==> config.mk <==
export PLATFORM = sky130hd
export DESIGN_NAME = stall_ctrl
export DESIGN_NICKNAME = d
export VERILOG_FILES = /design/src/rtl/stall_ctrl_pkg.sv /design/src/rtl/stall_ctrl.sv
export SDC_FILE = /design/constraint.sdc
export NUM_CORES = 1
export LEC_CHECK = 0
export CAP_MARGIN = 0
export CORE_MARGIN = 4
export CORE_UTILIZATION = 50
export CTS_BUF_LIST = sky130_fd_sc_hd__clkbuf_4
export CTS_CLUSTER_DIAMETER = 60
export DETAILED_ROUTE_END_ITERATION = 7
export GPL_TIMING_DRIVEN = 1
export PLACE_DENSITY = 0.79
export SYNTH_ARGS = -nofsm -noshare
export SYNTH_HDL_FRONTEND = slang
export SYNTH_SLANG_ARGS = --single-unit
==> constraint.sdc <==
create_clock -name clk -period 2 [get_ports clk]
set_input_delay 0.3 -clock clk [delete_from_list [all_inputs] [get_ports clk]]
set_output_delay 0.3 -clock clk [all_outputs]
set_load 0.005 [all_outputs]
==> src/rtl/stall_ctrl_pkg.sv <==
// rtl/stall_ctrl_pkg.sv - state encodings and defaults for the pipeline stall sequencer
package stall_ctrl_pkg;

  typedef enum logic [2:0] {
    ST_HALT    = 3'd0,
    ST_RESUME  = 3'd1,
    ST_RUN     = 3'd2,
    ST_DC_WAIT = 3'd3,
    ST_IC_WAIT = 3'd4
  } state_e;

  localparam int unsigned TIMEOUT_DEFAULT = 1023;
  localparam logic [31:0] STALL_CYCLES_MAX = 32'hFFFF_FFFF;

endpackage

==> src/rtl/stall_ctrl.sv <==
// rtl/stall_ctrl.sv - pipeline stall sequencer with restart pulse, cache-wait watchdog and stall counter
module stall_ctrl
  import stall_ctrl_pkg::*;
#(
  parameter int unsigned TIMEOUT = TIMEOUT_DEFAULT
) (
  input  logic        clk,
  input  logic        rst_n,
  input  logic        dc_stall_req,
  input  logic        dc_stall_fin,
  input  logic        ic_stall_req,
  input  logic        ic_stall_fin,
  input  logic        cpu_run,
  input  logic        cpu_start,
  input  logic        cnt_clr,
  output logic        stall,
  output logic        stall_1shot,
  output logic        stall_dly,
  output logic        stall_dly2,
  output logic        rst_pipe,
  output logic [2:0]  stall_state,
  output logic        wdt_err,
  output logic [31:0] stall_cycles
);

  // The watchdog fires in the wait cycle whose count value is TIMEOUT-1,
  // i.e. after TIMEOUT cycles spent in the wait state.
  localparam logic [15:0] WDT_LAST = 16'(TIMEOUT - 1);

  state_e      state_q, state_d;
  logic        stall_dly_q, stall_dly_d;
  logic        stall_dly2_q, stall_dly2_d;
  logic        rst_pipe_q, rst_pipe_d;
  logic [15:0] wdt_cnt_q, wdt_cnt_d;
  logic        wdt_err_q, wdt_err_d;
  logic [31:0] stall_cycles_q, stall_cycles_d;
  logic        timeout;
  logic        in_wait;
  logic        stall_c;

  // Next-state logic; a cache completion beats a simultaneous watchdog timeout
  always_comb begin
    state_d = state_q;
    timeout = 1'b0;
    unique case (state_q)
      ST_HALT: begin
        if (cpu_start) state_d = ST_RESUME;
      end
      ST_RESUME: begin
        state_d = ST_RUN;
      end
      ST_RUN: begin
        if (dc_stall_req)      state_d = ST_DC_WAIT;
        else if (ic_stall_req) state_d = ST_IC_WAIT;
        else if (!cpu_run)     state_d = ST_HALT;
      end
      ST_DC_WAIT: begin
        if (dc_stall_fin) begin
          state_d = ST_RUN;
        end else if (wdt_cnt_q == WDT_LAST) begin
          timeout = 1'b1;
          state_d = ST_RESUME;
        end
      end
      ST_IC_WAIT: begin
        if (ic_stall_fin) begin
          state_d = ST_RUN;
        end else if (wdt_cnt_q == WDT_LAST) begin
          timeout = 1'b1;
          state_d = ST_RESUME;
        end
      end
      default: state_d = ST_HALT;
    endcase
  end

  // Mealy stall so a requester sees the freeze in its own request cycle
  always_comb begin
    stall_c = 1'b1;
    if (state_q == ST_RUN) stall_c = dc_stall_req | ic_stall_req | ~cpu_run;
  end

  // Delay chain, restart pulse, watchdog counter and sticky error
  always_comb begin
    in_wait      = (state_q == ST_DC_WAIT) || (state_q == ST_IC_WAIT);
    stall_dly_d  = stall_c;
    stall_dly2_d = stall_dly_q;
    rst_pipe_d   = (state_d == ST_RESUME);
    wdt_cnt_d    = in_wait ? wdt_cnt_q + 16'd1 : 16'd0;
    wdt_err_d    = wdt_err_q;
    if (timeout)      wdt_err_d = 1'b1;
    else if (cnt_clr) wdt_err_d = 1'b0;
  end

  // Saturating count of stalled cycles, halted cycles excluded
  always_comb begin
    stall_cycles_d = stall_cycles_q;
    if (cnt_clr) begin
      stall_cycles_d = 32'd0;
    end else if (stall_c && (state_q != ST_HALT) && (stall_cycles_q != STALL_CYCLES_MAX)) begin
      stall_cycles_d = stall_cycles_q + 32'd1;
    end
  end

  // State and registered outputs; reset abandons any cache wait
  always_ff @(posedge clk or negedge rst_n) begin
    if (!rst_n) begin
      state_q        <= ST_HALT;
      stall_dly_q    <= 1'b0;
      stall_dly2_q   <= 1'b0;
      rst_pipe_q     <= 1'b0;
      wdt_cnt_q      <= 16'd0;
      wdt_err_q      <= 1'b0;
      stall_cycles_q <= 32'd0;
    end else begin
      state_q        <= state_d;
      stall_dly_q    <= stall_dly_d;
      stall_dly2_q   <= stall_dly2_d;
      rst_pipe_q     <= rst_pipe_d;
      wdt_cnt_q      <= wdt_cnt_d;
      wdt_err_q      <= wdt_err_d;
      stall_cycles_q <= stall_cycles_d;
    end
  end

  assign stall        = stall_c;
  assign stall_1shot  = stall_c & ~stall_dly_q;
  assign stall_dly    = stall_dly_q;
  assign stall_dly2   = stall_dly2_q;
  assign rst_pipe     = rst_pipe_q;
  assign stall_state  = state_q;
  assign wdt_err      = wdt_err_q;
  assign stall_cycles = stall_cycles_q;

endmodule
==> summary.txt <==
Global routing
  • Tot GR Track Use: between 20% and 30%
  • Initial antenna violation count: 0
  • GRT overflow: 0
  • Largest net degree at the start of global routing: 56
  • Vias in the first global route: ~2.9k
  • First-pass GRT wire length: 13700 um

STA
  • Normalized max-slew margin: 53.9%
  • Finish-stage setup viols: 11
  • RSZ-0062 raised after global routing: yes
  • Final Hold Vio Count: 0
  • Tcrit/Tclk final: 106%
  • Worst slew pin tran: approximately 690 ps
  • Fin crit period: 2120 ps
  • Max Clk Rate: 472 MHz
  • Clock skew: 29.0 ps
  • Slew Viols, Final: 0
  • Post-route setup slack: -121 ps

Drt
  • Drt total wl: between 8000 and 9000 um
  • DRT antenna net count: 0
  • Avg WL per Cell: 17.0 um
  • Vias per Instance: 6.01
  • 1st-pass router iterations: 5
  • Initial DRC count: 274
  • DR DRC count: 0
  • Detailed-route via count: approximately 3.1k

Synthesis
  • Count of cell types in the netlist: between 40 and 50
  • Yosys top cell by area: dfrtp_1
  • Synth top area share: around 47%
  • Seq/Total Area, Yosys: 47.1%
  • Ys Warns: 0
  • Mean Syn Cell Area: 9.30 um^2
  • Syn Nets: 326
  • Share of flip-flops with an asynchronous set or reset: 100%
  • Area contributors post-synth: dfrtp_1 47%, nor2_1 4.5%, a21oi_1 4.1%, nand3_1 3.6%, xor2_1 3.3%
  • Yosys reg bits: 55
  • Gate Count Post-Synth: 314
  • Post-synth EDFFs: 0
  • Commonest cells in the netlist: 55 x dfrtp_1, 35 x nor2_1, 24 x a21oi_1, 21 x nand3_1, 17 x nand2_1
  • Most common cell in the netlist: dfrtp_1
  • Mapped Area: around 2900 um^2
  • Most used DFF post-synth: dfrtp_1

Setup path
  • CP max FO: 4
  • Worst reg2reg path startpoint: stall_cycles[1]
  • Crit end category: flip-flop
  • R2r endpoint: stall_cycles[13]
  • Critical path class: flip-flop to flip-flop
  • Register-to-Register Setup Slack: -120 ps
  • Crit path DAT: 2440 ps
  • Startpoint Class: flip-flop
  • Cells on worst reg2reg path: 8
  • CP Data Required Time: 2320 ps

Clock tree
  • Clk_lat worst skew: around 400 ps
  • CTS buffer count: 5
  • Clk buf depth: 2
  • Hold_buf cts: 0
  • Clk sinks: 55
  • H-tree levels: 2
  • Clock transition at path regs: 190 ps
  • CTS tree: done
  • Root Buffer: clkbuf_4

Finish
  • Fill cells: 340
  • Non-Filler Instances: 518
  • Reg area: about 1400 um^2
  • Share of layout cells above drive strength 1: a little under a third
  • Ant diodes: 0
  • Fin area: between 4000 and 5000 um^2
  • Area Growth Syn to Fin: 49.4%
  • Final nets: around 460
  • Multi-input logic area: between 1500 and 2000 um^2
  • Final Util: 78.3%

Floorplan
  • Die height: between 80 and 90 um
  • Area of the core: ~5600 um^2
  • Die area: 7130 um^2
  • # rows: 27
  • Starting Density: 52.4%
  • Die Span X: 84.4 um
  • Io pins: 50

Placement
  • Dpl cells: 491
  • Port Buffer Count: 49
  • Dpl cell area: ~4000 um^2
  • Pre-CTS setup slack: -454 ps
  • Routability congestion estimate: 0.835
  • Final HPWL DP: 5770 um

Power and ir drop
  • Comb pwr share: around a third
  • Cell-internal power: 1.83 mW
  • PD cells: 627 nW/um^2
  • Clock network power share: 19.6%
  • Sw frac: 32.9%
  • Share of power burned in registers: 45.2%
  • Leakage Power: 1.86 nW
  • Switching pwr: 0.901 mW
  • Maximum VDD drop: 0.556 mV

Run
  • Max-cap violation count: 0

Run status
  • Violated checks: setup timing
  • Outcome: finished, violations left

Hold path
  • Worst hold path type: primary input to asynchronous set/reset pin
-- worst max-delay path, stage by stage (launching register included) --
cell      delay (ps)
dfrtp_1          420
ha_2             200
nand4_1          150
nor4_2            80
a2111o_1         450
buf_4            180
buf_4            140
or3_1            320
a21oi_2          130
-- layer usage --
layer / track usage, % / vias up / wire length (um)
met5: 0 / - / 0
met4: 5.18 / 0 / 153
met3: 4.22 / 25 / 572
met2: 40.6 / 157 / 4530
met1: 30.8 / 1506 / 3570
li1: - / 1423 / -
-- power by group through the flow --
stage          clock network, mW  logic, mW  registers (mW)
2_1_floorplan                  0      0.342            1.29
3_5_place_dp                   0      0.794            1.25
6_report                   0.537      0.961            1.24
4_1_cts                    0.545      0.829            1.23
3_3_place_gp                   0      0.769            1.25
5_1_grt                    0.591       1.04            1.25
-- stage by stage --
stage                     total power, mW  hold slack (ps)  TNS (ps)
after floorplan                      1.63             4.41      -263
after global placement               2.02              395     -6960
after detailed placement             2.05              403     -9160
after CTS                            2.61             24.0      -829
after global routing                 2.88             62.1     -1650
final                                2.74             3.28      -672
-- registers in the layout (all words and copies together), names as in the netlist --
signal and cells:
stall_state 3, wdt_cnt_q 16, rst_pipe 1, wdt_err 1, stall_cycles 32, stall_dly2 1, stall_dly 1
-- cell families after synthesis --
| group | after synthesis | synth area share, % |
|---|---|---|
| adders and majority gates | 3 | 1.29 |
| AOI/OAI and AO/OA | 64 | 14.1 |
| DFF | 55 | 47.1 |
| xor gates and xnor gates | 15 | 4.50 |
| buffers and inverters | 23 | 3.04 |
| muxes | 7 | 2.66 |
| and+or+nand+nor | 147 | 27.3 |
-- how the worst max path moves through the flow --
| stage | startpoint | cells past startpoint | slack [ps] | endpoint |
|---|---|---|---|---|
| after floorplan | stall_cycles[18] | 6 | -80 | stall_cycles[29] |
| after global placement | ic_stall_req | 8 | -360 | stall_cycles[17] |
| after detailed placement | ic_stall_req | 8 | -450 | stall_cycles[17] |
| after CTS | stall_cycles[1] | 7 | -140 | stall_cycles[31] |
| after global routing | stall_cycles[4] | 7 | -170 | stall_cycles[31] |
| final | stall_cycles[1] | 8 | -120 | stall_cycles[13] |
-- final cells by class --
cell class                 count  share of cell area (%)
multi-input combinational    236                    37.2
clock buffer                   5                   0.860
inverter                      12                    1.03
timing repair buffer         135                    26.6
tap                           72                    2.06
clock inverter                 3                   0.660
sequential                    55                    31.6
-- layout by cell type (no fill, tap or decap), types with 11 or more instances in the layout --
cell type and count:
nor2_1 35, dfrtp_1 54, xor2_1 11, inv_1 12
nand3_1 20, clkdlybuf4s50_1 46, a21oi_1 17, nand2_1 16
buf_4 81
-- repair_timing --
item	in CTS	in global routing
setup buffers	7	12
endpoints found under the setup margin	15	27
pin swaps	11	12
gates resized for setup	17	22
Note: power is estimated with default switching activity, not from simulation.
==> variant: new RTL, same flow settings <==
The package constant `STALL_CYCLES_MAX` goes from 32'hFFFF_FFFF to 32'hBFFFFFFF.
--- a/src/rtl/stall_ctrl_pkg.sv
+++ b/src/rtl/stall_ctrl_pkg.sv
@@ -11,5 +11,5 @@
 
   localparam int unsigned TIMEOUT_DEFAULT = 1023;
-  localparam logic [31:0] STALL_CYCLES_MAX = 32'hFFFF_FFFF;
+  localparam logic [31:0] STALL_CYCLES_MAX = 32'hBFFFFFFF;
 
 endpackage
Behaviour: same outputs for any inputs over 10 cycles, from zero or initial values and one cycle with rst_n low; that may be too few to reach the edited logic, so the function may still have changed.
==> variant against the original RTL <==
  * The flow still finishes with violations (negative setup slack)
  * Routed wire length shrank 1.8%
  * First-iteration DRC count down 31%
  * Worst setup slack got worse by 0.092 ns
  * Synthesized cell count decreased by 1.9%
  * Global-route usage shrank 1.1 points
  * Non-clock buffer count is 9 lower
  * Highest routed layer unchanged
  * Synthesized area is 0.81% lower
  * Largest power group unchanged
  * Count of clock-buffer cells in the layout unchanged
  * Power rose by 4.6%
  * Design area is 1.1% lower
  * Sequential cell count unchanged
  * Fmax shrank 4.2%
==> variant: results (changes against the original RTL) <==
| Metric | Value |
|---|---|
| Sequential fraction of the synthesis area | `47.52% (+0.39 points)` |
| GRT met3 Usage | `4.442% (+0.22 points)` |
| Slew @ Worst Pin | `0.4760 ns (-0.2153 ns)` |
| Detailed Place HPWL | `5385 um (-6.7%)` |
| Status | `complete, but fails checks` |
| Met2 usage in global routing | `38.52% (-2.1 points)` |
| DRT iter0 DRCs | `188 (-31%)` |
| Yosys cell types | `42 (-11%)` |
| Synth top area cells | `dfrtp_1, a21oi_1, nor2_1` |
| Placed Cells | `482 (-1.8%)` |
| Avg Vias per Cell | `5.909 (-1.6%)` |
| Clk_skew | `0.02294 ns (-0.006031 ns)` |
| Syn Nets | `320 (-1.8%)` |
| Failing checks | `negative setup slack` |
| Endpoints failing setup | `16 (+5)` |
| Largest fanout on the critical path | `8 (+4)` |
| Pins over their slew limit | `0 (unchanged)` |
| Most frequent cells after synthesis | `dfrtp_1, nor2_1, a21oi_1` |
| Fin nets | `443 (-3.1%)` |
| Max VDD drop | `476.4 uV (-14%)` |
| Lkg Pwr | `0.001773 uW (-4.4%)` |
| Routability cong. | `0.8401 (+0.65%)` |
| Post-Route WL | `8664 um (-1.8%)` |
| Wire per inst | `17.19 um (+0.96%)` |
| Met1 GRT Util | `28.45% (-2.3 points)` |
| First-pass GRT wire length | `13100 um (-4.5%)` |
| Syn avg cell area | `9.404 um^2 (+1.1%)` |
| Share of cells above drive strength 1 | `30.09% (-1.1 points)` |
| Vias in the first global route | `2865 (-1.5%)` |
| Setup ws final | `-0.2125 ns (-0.09196 ns)` |
| Tot GR Track Use | `22.34% (-1.1 points)` |
| # fillers | `342 (+0.59%)` |
| Setup_tns | `-1.572 ns (-0.8997 ns)` |
==> variant: cell families after synthesis <==
logic type	count (synthesis)	synth area share (%)
simple gates	138	26.65
xor+xnor	19	5.745
buf+inv	23	3.499
compound gates	67	14.13
mux	3	1.166
flops	55	47.52
fa+ha+maj	3	1.296
==> variant: final cells by class <==
| cell class | count | area (um^2) | share of cell area, % |
|---|---|---|---|
| timing repair buffer | 126 | 1095 | 25.38 |
| clock inverter | 3 | 26.28 | 0.6090 |
| clock buffer | 5 | 37.54 | 0.8701 |
| tap | 72 | 90.09 | 2.088 |
| multi-input combinational | 230 | 1637 | 37.94 |
| sequential | 55 | 1380 | 31.99 |
| inverter | 13 | 48.80 | 1.131 |
==> variant: final timing paths <==
path,cells past startpoint,slack (ns),to,startpoint
max in group asynchronous,3,1.32,stall_cycles[5]$_DFFE_PN0P_,rst_n
worst max register to register,7,-0.21,stall_cycles[20]$_DFFE_PN0P_,stall_cycles[0]$_DFFE_PN0P_
worst min-delay path,3,0.40,stall_cycles[27]$_DFFE_PN0P_,rst_n
worst max-delay path,7,-0.21,stall_cycles[20]$_DFFE_PN0P_,stall_cycles[0]$_DFFE_PN0P_
worst min register to register,0,0.44,stall_dly2$_DFF_PN0_,stall_dly$_DFF_PN0_
min in group clk,0,0.44,stall_dly2$_DFF_PN0_,stall_dly$_DFF_PN0_
==> variant: what timing repair did <==
action                                  CTS  global route
gates resized for setup                  29            26
hold buffers                              1             0
endpoints found under the setup margin   19            35
pin swaps                                13            13
setup buffers                             8             9
hold endpoints to repair                 55             0
==> variant: power by group <==
| part | internal [uW] | switching (uW) | total, uW | leakage, uW |
|---|---|---|---|---|
| sequential | 1190 | 63.3 | 1250 | 0.000745 |
| clock | 150 | 386 | 536 | 0.0000362 |
| combinational | 534 | 541 | 1070 | 0.000992 |
| total | 1870 | 991 | 2860 | 0.00177 |
==> variant: worst max-delay path: stages (launching register included) <==
cell     delay, ns
dfrtp_1       0.38
ha_2          0.18
nand4_1       0.17
or3_4         0.39
or4_4         0.49
buf_6         0.15
or3_1         0.30
a21oi_1       0.12
==> variant: per-stage QoR <==
stage,setup slack [ns],area [um^2]
finish,-0.2125,4314
global placement,-0.3551,3910
detailed placement,-0.3769,3910
floorplan,-0.2204,2902
CTS,-0.1832,4145
global route,-0.3358,4314
==> variant: metal layers <==
layer	vias to the layer above	part of all wire [%]
li1	1376	-
met1	1467	41
met2	114	52
met3	21	4.7
met4	0	1.9
met5	-	0
